==> config.mk <==
export PLATFORM = sky130hd
export DESIGN_NAME = sample_scan_gen
export DESIGN_NICKNAME = d
export VERILOG_FILES = /design/src/rtl/sample_scan_gen.sv
export SDC_FILE = /design/constraint.sdc
export NUM_CORES = 1
export LEC_CHECK = 0
export ABC_AREA = 1
export CAP_MARGIN = 10
export CORE_MARGIN = 3
export CORE_UTILIZATION = 52
export DETAILED_ROUTE_END_ITERATION = 10
export HOLD_SLACK_MARGIN = 0.08
export MAX_ROUTING_LAYER = met4
export PLACE_DENSITY = 0.9
export SETUP_SLACK_MARGIN = 0.3
export SYNTH_ARGS = -nofsm -noshare
export SYNTH_HDL_FRONTEND = slang
export SYNTH_SLANG_ARGS = --single-unit
==> constraint.sdc <==
create_clock -name clk -period 6.3 [get_ports clk]
set_input_delay 1.26 -clock clk [delete_from_list [all_inputs] [get_ports clk]]
set_output_delay 1.26 -clock clk [all_outputs]
set_load 0.005 [all_outputs]
==> src/rtl/sample_scan_gen.sv <==
// sample_scan_gen: walks a latched bounding box in x-major raster order at a
// programmable sub-pixel step, emitting one sample position per clock.
module sample_scan_gen #(
  parameter int SIGFIG = 24,
  parameter int RADIX  = 10
) (
  input  logic                                  clk,
  input  logic                                  rst,
  input  logic signed [1:0][1:0][SIGFIG-1:0]    box_R13S,
  input  logic                                  validBox_R13H,
  input  logic        [3:0]                     subSample_RnnnnU,
  output logic                                  halt_R13L,
  output logic signed [1:0][SIGFIG-1:0]         sample_R16S,
  output logic                                  validSamp_R16H,
  output logic                                  lastSamp_R16H,
  output logic        [31:0]                    sampCount_R16U
);

  // One extra bit of headroom so x+step / y+step never wrap near the maximum.
  localparam int W = SIGFIG + 1;
  typedef logic signed [W-1:0] wide_t;

  typedef enum logic {WAIT, SCAN} state_t;

  state_t      state_reg, state_next;
  logic        halt_reg, halt_next;
  logic        valid_reg, valid_next;
  logic        last_reg, last_next;
  logic [31:0] count_reg, count_next;
  wide_t       x_reg, x_next, y_reg, y_next;
  wide_t       llx_reg, llx_next, ury_reg, ury_next, urx_reg, urx_next;
  wide_t       step_reg, step_next;

  // Sign-extended views of the incoming box corners.
  wide_t in_llx, in_lly, in_urx, in_ury, in_step;
  assign in_llx = W'($signed(box_R13S[0][0]));
  assign in_lly = W'($signed(box_R13S[0][1]));
  assign in_urx = W'($signed(box_R13S[1][0]));
  assign in_ury = W'($signed(box_R13S[1][1]));

  // Decode the one-hot step; anything that is not one-hot means one full pixel.
  always_comb begin
    in_step = wide_t'(1) << RADIX;
    case (subSample_RnnnnU)
      4'b1000: in_step = wide_t'(1) << RADIX;
      4'b0100: in_step = wide_t'(1) << (RADIX - 1);
      4'b0010: in_step = wide_t'(1) << (RADIX - 2);
      4'b0001: in_step = wide_t'(1) << (RADIX - 3);
      default: in_step = wide_t'(1) << RADIX;
    endcase
  end

  wide_t nx, ny, cx, cy;

  // Next-state logic: box acceptance in WAIT, raster advance in SCAN.
  always_comb begin
    state_next = state_reg;
    halt_next  = halt_reg;
    valid_next = valid_reg;
    last_next  = last_reg;
    count_next = count_reg;
    x_next     = x_reg;
    y_next     = y_reg;
    llx_next   = llx_reg;
    urx_next   = urx_reg;
    ury_next   = ury_reg;
    step_next  = step_reg;
    nx         = x_reg + step_reg;
    ny         = y_reg + step_reg;
    cx         = x_reg;
    cy         = y_reg;

    case (state_reg)
      WAIT: begin
        valid_next = 1'b0;
        last_next  = 1'b0;
        halt_next  = 1'b1;
        if (validBox_R13H) begin
          llx_next  = in_llx;
          urx_next  = in_urx;
          ury_next  = in_ury;
          step_next = in_step;
          // An inverted box is consumed silently and the block stays idle.
          if ((in_urx >= in_llx) && (in_ury >= in_lly)) begin
            state_next = SCAN;
            halt_next  = 1'b0;
            valid_next = 1'b1;
            x_next     = in_llx;
            y_next     = in_lly;
            last_next  = ((in_llx + in_step) > in_urx) && ((in_lly + in_step) > in_ury);
            count_next = count_reg + 32'd1;
          end
        end
      end
      SCAN: begin
        if (last_reg) begin
          // Final sample is on the outputs now; drop back and reopen the input.
          state_next = WAIT;
          halt_next  = 1'b1;
          valid_next = 1'b0;
          last_next  = 1'b0;
        end else begin
          if (nx <= urx_reg) begin
            cx = nx;
            cy = y_reg;
          end else begin
            cx = llx_reg;
            cy = ny;
          end
          x_next     = cx;
          y_next     = cy;
          valid_next = 1'b1;
          last_next  = ((cx + step_reg) > urx_reg) && ((cy + step_reg) > ury_reg);
          count_next = count_reg + 32'd1;
        end
      end
      default: state_next = WAIT;
    endcase
  end

  // State and output registers with synchronous reset.
  always_ff @(posedge clk) begin
    if (rst) begin
      state_reg <= WAIT;
      halt_reg  <= 1'b1;
      valid_reg <= 1'b0;
      last_reg  <= 1'b0;
      count_reg <= 32'd0;
      x_reg     <= '0;
      y_reg     <= '0;
      llx_reg   <= '0;
      urx_reg   <= '0;
      ury_reg   <= '0;
      step_reg  <= '0;
    end else begin
      state_reg <= state_next;
      halt_reg  <= halt_next;
      valid_reg <= valid_next;
      last_reg  <= last_next;
      count_reg <= count_next;
      x_reg     <= x_next;
      y_reg     <= y_next;
      llx_reg   <= llx_next;
      urx_reg   <= urx_next;
      ury_reg   <= ury_next;
      step_reg  <= step_next;
    end
  end

  // Upper bit of the wide position is pure headroom; emitted values stay in range.
  assign sample_R16S[0]  = x_reg[SIGFIG-1:0];
  assign sample_R16S[1]  = y_reg[SIGFIG-1:0];
  assign halt_R13L       = halt_reg;
  assign validSamp_R16H  = valid_reg;
  assign lastSamp_R16H   = last_reg;
  assign sampCount_R16U  = count_reg;

endmodule
======== After elaboration in Yosys (flattened, before gate mapping) ========
Index checks and enable logic that the tools add are counted.
operators by class
  multiplexer cells ....................... 31
  multiply operators ...................... 0
  divide/modulo/power cells ............... 0
  $add $sub $neg .......................... 7
  eq/ne operators ......................... 7
  bitwise gates (word level) .............. 1
  shifts and indexed selects .............. 0
  $lt $le $gt $ge ......................... 7
  reductions and logical operators ........ 5
operators with widths
  kind                                                             number
  25-bit 2-to-1 mux                                                12
  25-bit adder                                                     4
  25-bit by 24-bit > comparator with 1-bit output                  4
  25-bit case mux with 2 select lines                              2
  32-bit 2-to-1 mux                                                3
  32-bit case mux with 2 select lines                              1
  24-bit by 12-bit adder with 25-bit output                        2
  24-bit greater-or-equal comparator                               2
  11-bit case mux with 3 select lines                              1
  32-bit by 1-bit adder with 32-bit output, second input constant  1
  25-bit by 24-bit less-or-equal comparator with 1-bit output      1
  1-bit 2-to-1 mux                                                 9
  2-bit != test, second input constant                             3
  1-bit case mux with 2 select lines                               3
  4-bit by 1-bit == test with 1-bit output, second input constant  1
  4-bit by 2-bit == test with 1-bit output, second input constant  1
  4-bit by 3-bit == test with 1-bit output, second input constant  1
  1-bit logical AND                                                3
  3-bit AND reduction                                              1
  2-bit by 1-bit != test with 1-bit output, second input constant  1
  2-bit AND reduction                                              1
  1-bit inverter                                                   1
storage, ports and cells
  output and inout port bits .............. 83
  memory bits (read-only) ................. 0
  logic and storage cells ................. 68
  bits in latches ......................... 0
  RAM bits ................................ 0
  memories ................................ 0
  register bits after elaboration ......... 182
  input port bits ......................... 103

======== Depth between registers and ports, before layout ========
  depth in word-level cells ............... 10
  mapped depth ............................ 47
  gate-level depth less buffers ........... 46

======== Least setup slack after synthesis ========
No wires, ideal clock.
  path type ............................... register -> register
  start point ............................. register step_reg[8]
  end point ............................... register last_reg, in the netlist lastSamp_R16H
  slack ................................... 0.377 ns
  data required time ...................... 6.229 ns
  buffers on the path ..................... 2
  period minus slack after synthesis ...... 5.923 ns
  stages on the path, launching flop included .. 44
  setup time .............................. 0.071 ns
  arrival ................................. 5.852 ns
  cell sequence ........................... dfxtp_1 -> inv_1 -> fa_1 -> inv_1 -> nand3_1 -> nand2_1 -> nand2_1 -> nor2_1 -> nand4_1 -> xnor2_1 -> ha_1 -> nand2_1 -> inv_1 -> nand2_1 -> nand2_1 -> a21oi_1 -> nand3_1 -> nand2_2 -> [... 8 more ...] -> fa_1 -> nand3b_1 -> and2_1 -> inv_1 -> nand3_2 -> nor2_4 -> nand4_1 -> nand2_1 -> inv_1 -> ha_1 -> inv_1 -> nor4_1 -> nand3_1 -> nand3_1 -> nand3_1 -> o21ai_0 -> nand3_1 -> a21oi_1
on the way
  cells in the longest elaborated chain, start to end .. 10
  elaborated cells on any way between the ends .. 16
  those cells by class .................... 4 x add/sub; 3 x order compare; 8 x mux; 1 x reduce/logical
ends and longest elaborated chain
  element                                                      line  RTL
  from (decl)                                                  32    wide_t step_reg, step_next;
  from (signal assigned)                                       146   step_reg <= step_next;
  25-bit adder                                                 68    nx = x_reg + step_reg;
  25-bit by 24-bit less-or-equal comparator with 1-bit output  103   if (nx <= urx_reg) begin
  25-bit 2-to-1 mux                                            103
  25-bit 2-to-1 mux                                            96    if (last_reg) begin
  25-bit 2-to-1 mux                                            73    case (state_reg)
  25-bit adder                                                 113   last_next = ((cx + step_reg) > urx_reg) && ((cy + step_reg) > ury_reg);
  25-bit by 24-bit > comparator with 1-bit output              113
  1-bit logical AND (*)                                        113
  1-bit 2-to-1 mux (*)                                         96
  1-bit case mux with 2 select lines (*)                       73
  to (signal assigned)                                         139   last_reg <= last_next;
  to (decl)                                                    28    logic last_reg, last_next;
Every way passes the cells marked *; elsewhere a longest branch is shown, timed or not. The select of a mux whose other input is x is not followed.
A chain may end at the register's enable or synchronous reset.

======== Worst setup path in the final report ========
  start point ............................. register step_reg[7]
  end point ............................... register last_reg, in the netlist lastSamp_R16H
Same word-level chain as after synthesis.

==> metrics.md <==
| Metric | Value |
|---|---|
| Sequential element share of the synthesized area | `22.0%` |
| Max Fclk | `166 MHz` |
| Total I/O pin count | `186` |
| Post-synth EDFFs | `0` |
| Crit path top cell by count | `sky130_fd_sc_hd__nand2_2` |
| Multi-input logic area | `0.0101 sq mm` |
| Count of fill cells added during filler insertion | `2363` |
| Most common cell after layout, fill and taps aside | `sky130_fd_sc_hd__nand2_1` |
| Classification of the worst-slack hold path | `flip-flop to flip-flop` |
| Post-detailed-placement cell area | `0.0166 sq mm` |
| Global-route wire length before repair | `76500 microns` |
| Setup repair after global routing missed its margin | `true` |
| Clock Skew | `0.0164 ns` |
| Global route total overflow | `0` |
| Origin of the worst setup path | `step_reg[7]$_SDFFE_PP0P_` |
| Max-slew violations | `0` |
| Power consumption | `4.66 mW` |
| Starting density of the core | `53.6%` |
| Vias per cell | `5.67` |
| Largest vdd supply drop | `208 uV` |
| Post-route design area | `0.0181 sq mm` |
| Number of sinks driven by the clock tree | `161` |
| Count of endpoints failing hold in the final timing report | `0` |
| Number of flip-flops in the largest register | `32` |
| Number of warnings reported in the yosys synthesis log | `0` |
| Synthesis-stage register bit count | `161` |
| Static leakage | `8.42 nW` |
| Shortest clock period the worst path allows after layout | `6.04 ns` |
| Power density cells | `257 mW/mm^2` |
| Final HPWL DP | `38200 microns` |
| Dominant synthesized flop cell | `sky130_fd_sc_hd__dfxtp_1` |
| Core region area | `0.0273 sq mm` |
| Max-cap violation count | `0` |
| Syn nets | `2548` |
| Horizontal die dimension | `174 microns` |
| Async S/R FF share, synth | `0%` |
| Detailed-route wire length | `50000 microns` |
| Final setup vio count | `0` |
| Row count | `60` |
| Area growth from synthesis to layout | `23.6%` |
| Portion of the clock cycle consumed by the worst path in the final layout | `95.9%` |
| CTS tree | `done` |
| Deepest level of the CTS H-tree | `4` |
| Number of detailed-route iterations in the first pass | `6` |
| Antenna violations before repair | `1` |
| Crit path largest cell delay | `0.40 ns` |
| Clock edge transition at the registers on the reported setup and hold paths | `0.07 ns` |
| CP Max Fanout | `6` |
| Iteration-0 DRC Markers | `1501` |
| Number of buffers created by CTS | `17` |
| Avg Cell Area, Syn | `6.55 sq um` |
| Number of global-route vias before repair | `14.5k` |
| Share of cells above drive strength 1 | `9.84%` |
| Count of nets after finishing | `2724` |
| Arrival @ worst endpoint | `6.40 ns` |
| Skew-Pair Late Insertion Delay | `0.45 ns` |
| FF+latch area | `0.00323 sq mm` |
| Maximum clock path buffer count | `2` |
| Vertical die dimension | `174 microns` |
| Required time of the critical path | `6.66 ns` |
| Post-route antenna net violation count | `0` |
| Total die area | `0.0302 sq mm` |
| Root Buffer | `sky130_fd_sc_hd__clkbuf_16` |
| GPL Wtd Cong | `1.03` |
| # port buffers | `185` |
| Slowest cell on crit path | `sky130_fd_sc_hd__fa_2` |
| Count of unresolved DRC violations after routing | `0` |
| Core Util, Final | `66.3%` |
| Mean routed wirelength per cell | `17.9 microns` |
| Startpoint-to-endpoint class of the critical path | `flip-flop to flip-flop` |
| Run status | `completed` |
| Netlist cell types | `45` |
| Worst slew margin relative to its limit | `35.1%` |
| Vias | `15.9k` |
| Setup TNS after final layout | `0 ns` |
| Type of element launching the critical path | `flip-flop` |
| Maximum number of pins on one net before global-route repair | `99` |
| Cell area after technology mapping | `0.0147 sq mm` |
| Global routing usage summed across all routing layers | `32.1%` |
| Worst min-delay path startpoint | `ury_reg[17]$_SDFFE_PP0P_` |
| Number of cells produced by synthesis | `2239` |
| Sort of element at the end of the critical path | `flip-flop` |
| Actual transition at the worst max-transition pin | `0.972 ns` |
| Most frequent cells in the layout | `552 x sky130_fd_sc_hd__nand2_1, 304 x sky130_fd_sc_hd__inv_1, 185 x sky130_fd_sc_hd__ha_1, 184 x sky130_fd_sc_hd__clkdlybuf4s50_1, 178 x sky130_fd_sc_hd__a21oi_1` |
| Critical register-to-register path startpoint | `step_reg[7]$_SDFFE_PP0P_` |
| Worst hold margin | `0.474 ns` |
[layer usage]
metal	vias up	track usage, %	part of all wire [%]	routed length (microns)
li1	7619	-	-	-
met1	7309	40.8	41	20500
met2	802	51.9	46	23100
met3	156	4.77	8.5	4250
met4	0	11.9	4.3	2140
met5	-	-	0	0
[logic make-up after synthesis]
logic type	Yosys count	synth area share (%)
compound gates	400	14.6
xor+xnor	94	5.62
fa+ha+maj	206	17.9
buf+inv	428	12.4
flops	161	22.0
simple gates	950	27.5
[report_power, final]
group	internal (mW)	leakage (nW)	switching, mW
Combinational	0.944	6.81	1.47
Sequential	1.11	1.32	0.0829
Clock	0.532	0.280	0.520
Total	2.58	8.42	2.08
[cell type report]
cell class / instances / share of cell area, %
antenna: 1 / 0.0138
clock buffer: 17 / 2.35
clock inverter: 15 / 0.912
inverter: 320 / 6.71
multi-input combinational: 1650 / 56.0
sequential: 161 / 17.8
tap: 372 / 2.57
timing repair buffer: 265 / 13.7
[worst paths after layout]
kind / to / slack (ns) / cells after the start
max: lastSamp_R16H$_SDFF_PP0_ / 0.26 / 42
min: ury_reg[17]$_SDFFE_PP0P_ / 0.47 / 2
max reg2reg: lastSamp_R16H$_SDFF_PP0_ / 0.26 / 42
min reg2reg: ury_reg[17]$_SDFFE_PP0P_ / 0.47 / 2
[metrics by stage]
stage / cells / setup slack [ns]
finish: 2801 / 0.259
global route: 2801 / 0.0198
CTS: 2777 / 0.300
detailed placement: 2724 / -0.0614
global placement: 2724 / 0.0629
floorplan: 2239 / 0.377
[synthesized netlist by cell type (all sizes together), types with 4 or more instances]
cell / instances / area share, %
nand2: 578 / 15
inv: 319 / 8.2
ha: 200 / 17
a21oi: 186 / 6.4
o21ai: 165 / 5.7
dfxtp: 161 / 22
nor2: 154 / 4.2
nand3: 94 / 3.3
xor2: 79 / 4.7
buf: 75 / 3.4
nor3: 46 / 1.6
nand4: 41 / 1.8
clkbuf: 33 / 0.85
a211oi: 24 / 1.2
nor4: 15 / 0.64
xnor2: 15 / 0.90
nand3b: 11 / 0.56
fa: 6 / 0.82
o21a: 5 / 0.26
or2: 5 / 0.21
o211ai: 4 / 0.20
o21bai: 4 / 0.20
[worst max-delay path, delay by kind of cell, from the launching register on]
family          cells  cell delay, ns
buf+inv             8            0.65
flops               1            0.36
fa+ha+maj           6            1.73
compound gates      3            0.47
simple gates       24            2.58
xor+xnor            1            0.17
[repair_timing]
action	4_1_cts	5_1_grt
hold buffers	0	0
pin swaps	20	74
gates cloned	0	0
buffers inserted	21	23
endpoints found under the setup margin	1	1
resized for setup	28	106
Power figures use the tool's default switching activity.
